--- src/rtl/biriq_ivalu_pkg.sv ---
// ============================================================================
// biriq_ivalu_pkg : shared widths and entry layout for the ivalu issue queue
// Rev 1.0
// ============================================================================
`default_nettype none

package biriq_ivalu_pkg;

  localparam int TAG_W = 6;
  localparam int ROB_W = 5;
  localparam int OP_W  = 7;

  typedef struct packed {
    logic             valid;
    logic [OP_W-1:0]  op;
    logic [ROB_W-1:0] rob;
    logic [TAG_W-1:0] dest;
    logic [TAG_W-1:0] rs1;
    logic             rs1_rdy;
    logic [TAG_W-1:0] rs2;
    logic             rs2_rdy;
  } ivalu_iq_entry_t;

endpackage

`default_nettype wire

--- src/rtl/ivalu_iq_select.sv ---
// ============================================================================
// ivalu_iq_select : one-hot grant of the lowest (oldest) requesting slot
// Rev 1.0
// ============================================================================
`default_nettype none

module ivalu_iq_select #(
  parameter int DEPTH = 8
) (
  input  logic [DEPTH-1:0] req_i,
  output logic [DEPTH-1:0] grant_o,
  output logic             found_o
);

  always_comb begin
    grant_o = '0;
    found_o = 1'b0;
    for (int i = 0; i < DEPTH; i++) begin
      if (req_i[i] && !found_o) begin
        grant_o[i] = 1'b1;
        found_o    = 1'b1;
      end
    end
  end

endmodule

`default_nettype wire

--- src/rtl/ivalu_issue_queue.sv ---
// ============================================================================
// ivalu_issue_queue : age-ordered collapsing reservation station for the ivalu
// Optional: IVALU_IQ_SELF_WAKEUP_EN adds the issuing dest tag as a wakeup port.
// Rev 1.0
// ============================================================================
`default_nettype none

module ivalu_issue_queue
  import biriq_ivalu_pkg::*;
#(
  parameter int DEPTH      = 8,
  parameter int WAKE_PORTS = 2
) (
  input  logic                          core_clock_i,
  input  logic                          core_reset_i,
  input  logic                          flush_i,
  input  logic                          enq_valid_i,
  output logic                          enq_ready_o,
  input  logic [OP_W-1:0]               enq_op_i,
  input  logic [ROB_W-1:0]              enq_rob_i,
  input  logic [TAG_W-1:0]              enq_dest_i,
  input  logic [TAG_W-1:0]              enq_rs1_i,
  input  logic [TAG_W-1:0]              enq_rs2_i,
  input  logic                          enq_rs1_rdy_i,
  input  logic                          enq_rs2_rdy_i,
  input  logic [WAKE_PORTS-1:0]         wk_valid_i,
  input  logic [TAG_W*WAKE_PORTS-1:0]   wk_tag_i,
  output logic                          iss_valid_o,
  input  logic                          iss_ready_i,
  output logic [OP_W-1:0]               iss_op_o,
  output logic [ROB_W-1:0]              iss_rob_o,
  output logic [TAG_W-1:0]              iss_dest_o,
  output logic [TAG_W-1:0]              iss_rs1_o,
  output logic [TAG_W-1:0]              iss_rs2_o,
  output logic [$clog2(DEPTH+1)-1:0]    count_o
);

  localparam int CNT_W = $clog2(DEPTH + 1);

`ifdef IVALU_IQ_SELF_WAKEUP_EN
  localparam int NW = WAKE_PORTS + 1;
`else
  localparam int NW = WAKE_PORTS;
`endif

  ivalu_iq_entry_t      entries_q [DEPTH];
  ivalu_iq_entry_t      entries_d [DEPTH];
  ivalu_iq_entry_t      upd       [DEPTH+1];
  ivalu_iq_entry_t      iss_sel;
  ivalu_iq_entry_t      enq_entry;
  logic [CNT_W-1:0]     count_q;
  logic [CNT_W-1:0]     count_d;
  logic [CNT_W-1:0]     wr_idx;
  logic [DEPTH-1:0]     req;
  logic [DEPTH-1:0]     grant;
  logic                 found;
  logic                 fire;
  logic                 enq_fire;
  logic                 seen;
  logic [NW-1:0]        wk_vld;
  logic [NW*TAG_W-1:0]  wk_tags;

  function automatic logic wake_hit(input logic [NW-1:0]       vld,
                                    input logic [NW*TAG_W-1:0] tags,
                                    input logic [TAG_W-1:0]    tag);
    logic hit;
    hit = 1'b0;
    for (int k = 0; k < NW; k++) begin
      if (vld[k] && (tags[k*TAG_W +: TAG_W] == tag) && (tag != '0)) hit = 1'b1;
    end
    return hit;
  endfunction

  generate
    for (genvar i = 0; i < DEPTH; i++) begin : g_req
      assign req[i] = entries_q[i].valid & entries_q[i].rs1_rdy & entries_q[i].rs2_rdy;
    end
  endgenerate

  ivalu_iq_select #(.DEPTH(DEPTH)) u_select (
    .req_i   (req),
    .grant_o (grant),
    .found_o (found)
  );

  always_comb begin
    iss_sel = '0;
    for (int i = 0; i < DEPTH; i++) begin
      if (grant[i]) iss_sel = iss_sel | entries_q[i];
    end
  end

  assign iss_valid_o = found;
  assign iss_op_o    = iss_sel.op;
  assign iss_rob_o   = iss_sel.rob;
  assign iss_dest_o  = iss_sel.dest;
  assign iss_rs1_o   = iss_sel.rs1;
  assign iss_rs2_o   = iss_sel.rs2;

  assign enq_ready_o = (count_q != CNT_W'(DEPTH));
  assign count_o     = count_q;
  assign fire        = found & iss_ready_i & ~flush_i;
  assign enq_fire    = enq_valid_i & enq_ready_o & ~flush_i;

`ifdef IVALU_IQ_SELF_WAKEUP_EN
  // The issuing result tag acts as one extra broadcast, so dependents issue next cycle.
  assign wk_vld  = {fire & (iss_sel.dest != '0), wk_valid_i};
  assign wk_tags = {iss_sel.dest, wk_tag_i};
`else
  assign wk_vld  = wk_valid_i;
  assign wk_tags = wk_tag_i;
`endif

  always_comb begin
    enq_entry         = '0;
    enq_entry.valid   = 1'b1;
    enq_entry.op      = enq_op_i;
    enq_entry.rob     = enq_rob_i;
    enq_entry.dest    = enq_dest_i;
    enq_entry.rs1     = enq_rs1_i;
    enq_entry.rs2     = enq_rs2_i;
    enq_entry.rs1_rdy = enq_rs1_rdy_i | (enq_rs1_i == '0) | wake_hit(wk_vld, wk_tags, enq_rs1_i);
    enq_entry.rs2_rdy = enq_rs2_rdy_i | (enq_rs2_i == '0) | wake_hit(wk_vld, wk_tags, enq_rs2_i);
  end

  // Wakeups applied in place first, so entries that shift still pick them up.
  always_comb begin
    for (int i = 0; i < DEPTH; i++) begin
      upd[i] = entries_q[i];
      if (entries_q[i].valid) begin
        upd[i].rs1_rdy = entries_q[i].rs1_rdy | wake_hit(wk_vld, wk_tags, entries_q[i].rs1);
        upd[i].rs2_rdy = entries_q[i].rs2_rdy | wake_hit(wk_vld, wk_tags, entries_q[i].rs2);
      end
    end
    upd[DEPTH] = '0;
  end

  always_comb begin
    seen   = 1'b0;
    wr_idx = count_q - CNT_W'(fire);
    for (int i = 0; i < DEPTH; i++) begin
      seen         = seen | grant[i];
      entries_d[i] = (fire && seen) ? upd[i+1] : upd[i];
      if (enq_fire && (wr_idx == CNT_W'(i))) entries_d[i] = enq_entry;
      if (flush_i) entries_d[i] = '0;
    end
    if (flush_i) count_d = '0;
    else         count_d = count_q + CNT_W'(enq_fire) - CNT_W'(fire);
  end

  always_ff @(posedge core_clock_i or posedge core_reset_i) begin
    if (core_reset_i) begin
      for (int i = 0; i < DEPTH; i++) entries_q[i] <= '0;
      count_q <= '0;
    end else begin
      for (int i = 0; i < DEPTH; i++) entries_q[i] <= entries_d[i];
      count_q <= count_d;
    end
  end

endmodule

`default_nettype wire

--- config.mk ---
export PLATFORM = sky130hd
export DESIGN_NAME = ivalu_issue_queue
export DESIGN_NICKNAME = d
export VERILOG_FILES = /design/src/rtl/biriq_ivalu_pkg.sv /design/src/rtl/ivalu_iq_select.sv /design/src/rtl/ivalu_issue_queue.sv
export SDC_FILE = /design/constraint.sdc
export NUM_CORES = 1
export LEC_CHECK = 0
export BUFFER_PORTS_ARGS = -buffer_cell sky130_fd_sc_hd__buf_2
export CAP_MARGIN = 20
export CORE_MARGIN = 2
export CORE_UTILIZATION = 55
export CTS_BUF_LIST = sky130_fd_sc_hd__clkbuf_2 sky130_fd_sc_hd__clkbuf_4 sky130_fd_sc_hd__clkbuf_8
export DETAILED_ROUTE_END_ITERATION = 8
export GPL_ROUTABILITY_DRIVEN = 0
export HOLD_SLACK_MARGIN = 0.12
export MAX_ROUTING_LAYER = met4
export PLACE_DENSITY = 0.71
export SETUP_SLACK_MARGIN = 0.5
export SYNTH_ARGS = -nofsm -noshare
export SYNTH_HDL_FRONTEND = slang
export SYNTH_HIERARCHICAL = 1
export SYNTH_SLANG_ARGS = --single-unit
export TNS_END_PERCENT = 30
--- constraint.sdc ---
create_clock -name core_clock_i -period 17.5 [get_ports core_clock_i]
set_input_delay 3.5 -clock core_clock_i [delete_from_list [all_inputs] [get_ports core_clock_i]]
set_output_delay 3.5 -clock core_clock_i [all_outputs]
set_load 0.02 [all_outputs]
## After elaboration in Yosys (flattened, before gate mapping)

Cells that the tools add are included.

- $add $sub $neg: 3
- Eq/ne operators: 44
- Muxes and demuxes: 116
- Bitwise gates (word level): 55
- Reduce and logical (&&, ||, !) cells: 132

Operator list:

| operator | count |
|---|---|
| 2-to-1 mux 33 bit | 24 |
| 2-to-1 mux 32 bit | 8 |
| OR 32 bit | 7 |
| == test 6 bit | 36 |
| nonzero test 6 bit | 18 |
| logical AND 1 bit | 95 |
| 2-to-1 mux 1 bit | 83 |
| OR 1 bit | 27 |
| nonzero test 3 bit | 8 |
| bitwise AND 1 bit | 20 |
| == test 4 x 3 -> 1 bit, second input constant | 4 |
| logical NOT 6 bit | 2 |
| == test 4 x 2 -> 1 bit, second input constant | 2 |
| subtractor 4 x 1 -> 4 bit | 2 |
| logical NOT 1 bit | 7 |
| adder 4 x 1 -> 4 bit | 1 |
| == test 4 x 1 -> 1 bit, second input constant | 1 |
| logical NOT 4 bit | 1 |
| 2-to-1 mux 4 bit | 1 |
| inequality test 4 bit, second input constant | 1 |
| nonzero test 4 bit | 1 |
| NOT 1 bit | 1 |

- Register bits after elaboration: 268
- Input bits: 51
- Output and inout bits: 36
- Word-level logic and storage cells: 415

## Depth between registers and ports, before layout

- Depth in word-level cells: 31
- Mapped depth: 17
- Mapped depth without buffers: 14

## Modules after synthesis

The synthesis kept the hierarchy.

Modules (own cells, without submodules):

| module | instances | cells an instance | area each (um2) | sequential area each (um2) |
|---|---|---|---|---|
| ivalu_issue_queue | 1 | 1974 | 17546.8 | 6706.4 |
| ivalu_iq_select | 1 | 12 | 96.3 | 0.0 |

## Worst setup path after synthesis

Ideal clock, no wire load.

- Path type: input-to-reg
- Start point: input port flush_i
- End point: register, netlist name entries_q[132]
- Library setup time: 0.136 ns
- Arrival: 5.800 ns
- Required time: 17.364 ns
- Slack: 11.564 ns
- Cell stages on the path: 12
- Buffers on the path: 3
- Cell sequence: buf_6 or2_0 buf_2 inv_1 ha_1 ha_1 or3b_1 or3_4 or2_1 buf_4 nor2b_4 o2bb2ai_2

RTL lines:

| item | line | source |
|---|---|---|
| from (decl) | ivalu_issue_queue.sv:16 | `input logic flush_i,` |

## Final worst setup path

- Start point: register, netlist name entries_q[263]
- End point: output port iss_rs2_o[3]

- Elaborated cells on any way between the ends: 45
- Those cells by class: 22 x mux; 9 x bitwise; 14 x reduce/logical

RTL lines:

| item | line | source |
|---|---|---|
| bitwise AND 1 bit * (2 in a row) | ivalu_issue_queue.sv:76 | `assign req[i] = entries_q[i].valid & entries_q[i].rs1_rdy & entries_q[i].rs2_rdy;` |
| via req[0] | ivalu_issue_queue.sv:54 | `logic [DEPTH-1:0] req;` |
| 2-to-1 mux 1 bit * | ivalu_iq_select.sv:19 | `if (req_i[i] && !found_o) begin` |
| logical NOT 1 bit | ivalu_iq_select.sv:19 |  |
| logical AND 1 bit | ivalu_iq_select.sv:19 |  |
| 2-to-1 mux 1 bit * | ivalu_iq_select.sv:19 |  |
| logical NOT 1 bit | ivalu_iq_select.sv:19 |  |
| logical AND 1 bit | ivalu_iq_select.sv:19 |  |
| (+9 left out) | - |  |
| 2-to-1 mux 1 bit * | ivalu_iq_select.sv:19 |  |
| logical NOT 1 bit * | ivalu_iq_select.sv:19 |  |
| logical AND 1 bit * | ivalu_iq_select.sv:19 |  |
| 2-to-1 mux 1 bit * | ivalu_iq_select.sv:19 |  |
| via grant[6] | ivalu_issue_queue.sv:55 | `logic [DEPTH-1:0] grant;` |
| 2-to-1 mux 32 bit * | ivalu_issue_queue.sv:89 | `if (grant[i]) iss_sel = iss_sel \| entries_q[i];` |
| OR 32 bit | ivalu_issue_queue.sv:89 |  |
| 2-to-1 mux 32 bit * | ivalu_issue_queue.sv:89 |  |
| to (decl) | ivalu_issue_queue.sv:34 | `output logic [TAG_W-1:0] iss_rs2_o,` |

Mark *: on every way through the listed nets, which the timed path passes. The rest lies on a longest branch.

==> metrics.yaml <==
status: "finished clean"
dpl.cell_count: 2266
vias: 15600
p_leak_nw: 7.31
crit_top_cell: "buf_4"
drtIter0Drc: 1616
post-route-min-period_ps: 7550
clock_skew_ps: 28.3
synth_edf_count: 0
viasPerCell: 6.61
synth_seq_cells: 268
path_depth: 8
routed.top_layer: "met4"
antenna_found_initial: 2
worst_path_dominant_cell_family: "simple AND/OR/NAND/NOR gates"
slew_headroom_pct: 26.3
root_buffer: "clkbuf_8"
cts_hold_buf: 0
synthCells: 1986
core_um2: 31600
die-height_um: 183
drc: 0
yosysTopAreaCellShare_pct: 38.0
wl_met2_um: 24900
wire_per_inst_um: 23.4
grt_use_total_pct: 34.2
die_area_um2: 33500
pwr-share-comb_pct: 15.5
vdd_drop_max_mv: 0.0659
worstSetupEndpointType: "output port"
drt_wl_total_um: 55000
cts_buffers: 48
drive_gt1_share_pct: 14.7
htreeDepth: 2
overflow: 0
synth_area_leader_cell: "dfrtp_1"
hp-class: "flop to flop"
async_reset_ff_share_pct: 100
p_int_w: 0.00112
grt_pass1_vias: 15300
critPathMaxFanout: 38
power.total_w: 0.00159
rsz0062_at_grt: "no"
endpoint: "iss_rs2_o[3]"
path_buf_inv: 3
dr_wl_met3_um: 5310
crit_slowest_cell: "and3_1"
cts_tree: "yes"
fin_cells: 2352
syn_to_final_growth_pct: 6.95
synth-main-ff-cell: "dfrtp_1"
ios: 87
hold_violations: 0
clkSinkCount: 268
start_kind: "flop"
initial_core_util_pct: 55.9
rows: 65
yosysUniqueCellTypes: 60
post_cts_buffers: 0
place_area_um2: 17800
synth.net_count: 2047
rr_worst_depth: 15
path_cells: "and3_2 -> buf_4 -> nor4_4 -> and3_1 -> buf_4 -> a22oi_1 -> nand4_1 -> buf_2"
netlist_top_cells_count: "268 x dfrtp_1, 192 x xnor2_1, 183 x a21oi_1"
tns_ps: 0
port_buffers: 86
design_area_um2: 18900
r2r-end: "entries_q[139]"
critPathArrivalTime_ps: 4050
clkTransAtPathRegs_ps: 60
netSwitchingPower_w: 0.000476
drt-pass1-iter-count: 5
setup_viol: 0
worstMarginPinSlew_ps: 1110
clock_latency_ps: 610
wl_met1_um: 22800
slowest_delay_ps: 930
die_w_um: 183
r2r_slack_ps: 12130
crit_start: "entries_q[263]"
ant_nets: 0
regToRegStartpoint: "entries_q[263]"
powerDensity_nw_per_um2: 84.4
layout.nets: 1975
slew_viol_final: 0
cts_resized: 0
synth.avg_cell_area_um2: 8.88
cts.path.max_buffers: 3
worstPathRequired_ps: 14000
sw_frac_of_total_pct: 29.9
yosysWarnings: 6
period_share_pct: 43.2
worstSetupPathType: "flop to output port"
grt_max_degree: 177
yosys-top-cells-area: "dfrtp_1 38%, xnor2_1 9.5%, nor3b_1 6.6%, a22oi_1 5.3%, a21oi_1 5.2%"
place_hpwl_um: 33000
syn_area_um2: 17600
synth_seq_area_share_pct: 38.0
fmax_mhz: 132
seq_power_share_pct: 44.7
pwr-share-clk_pct: 39.8
grt_pass1_wl_um: 87200
drv_cap: 0
yosysMostFrequentCell: "dfrtp_1"
[state kept, by name, indices dropped and copies added, names as in the netlist]
name       count
count_o        4
entries_q    264
[worst reg2reg max path: cells and delay by family, from the launching register on]
kind | cells | cell delay, ps
adder cells (fa/ha/maj) | 2 | 570
AND/OR/NAND/NOR | 9 | 3180
buffers and inverters | 3 | 940
flip-flops | 1 | 400
AO/OA/AOI/OAI | 1 | 150
[worst min-delay path by stage]
stage                              from       endpoint  cells past startpoint
after floorplan           entries_q[28]  entries_q[28]                      1
after global routing      entries_q[21]  entries_q[21]                      1
final                     entries_q[19]  entries_q[19]                      1
after detailed placement  entries_q[19]  entries_q[19]                      1
after global placement    entries_q[16]  entries_q[16]                      1
after CTS                 entries_q[22]  entries_q[22]                      1
[cells by family (layout without fill, tap and decap cells)]
logic type	count (synthesis)	after routing	share of synthesized area (%)
flip-flops	268	268	38.0
AO/OA/AOI/OAI	578	578	21.2
multiplexers	68	68	3.86
AND/OR/NAND/NOR	592	592	18.8
other	0	2	0
XOR/XNOR	219	219	10.9
buffers and inverters	251	213	6.42
adder cells (fa/ha/maj)	10	10	0.752
[layout by cell type, fill, tap and decap left out, drive strengths merged, types with 3 or more instances in the layout]
master / n
a31oi: 12
nand2: 109
a211oi: 60
xnor2: 192
or4: 6
clkbuf: 77
nand3: 31
and2: 3
a22o: 36
o311ai: 4
a22oi: 124
clkinv: 4
o21ai: 92
nor2: 158
nand4: 66
ha: 9
or2: 4
and3: 9
inv: 20
nor4: 25
xor2: 27
nor2b: 8
buf: 112
o31a: 4
o2bb2ai: 6
mux2i: 68
nor3b: 155
or3: 3
o22ai: 15
a211o: 3
dfrtp: 268
nor3: 7
a21oi: 213
[metal layers]
metal  global-route usage [%]  up-vias
li1                         -     6993
met1                     45.5     7570
met2                     51.9      817
met3                     6.22      173
met4                     13.8        0
met5                        -        -
[power groups by stage]
stage	Combinational [W]	Sequential, W	Clock (W)
detailed placement	0.000244	0.000721	0
floorplan	0.000187	0.000706	0
finish	0.000247	0.000712	0.000634
CTS	0.000245	0.000711	0.000642
global placement	0.000236	0.000720	0
global route	0.000274	0.000718	0.000671
[layout make-up]
| class | count | area, um^2 |
|---|---|---|
| clock inverter | 7 | 56.3 |
| inverter | 17 | 71.3 |
| sequential | 268 | 6710 |
| multi-input combinational | 1467 | 9890 |
| antenna | 2 | 5.00 |
| fill | 2773 | 12700 |
| clock buffer | 77 | 985 |
| tap | 402 | 503 |
| timing repair buffer | 112 | 648 |
[stage by stage]
stage          hold WS, ps  worst slack (ps)  utilization (%)
6_report               529              9950             59.8
5_1_grt                553              9910             59.8
4_1_cts                531             10120             59.8
3_5_place_dp           514             10030             56.5
3_3_place_gp           508             10120             56.4
2_1_floorplan          488              6620                -
Power figures use the tool's default switching activity.
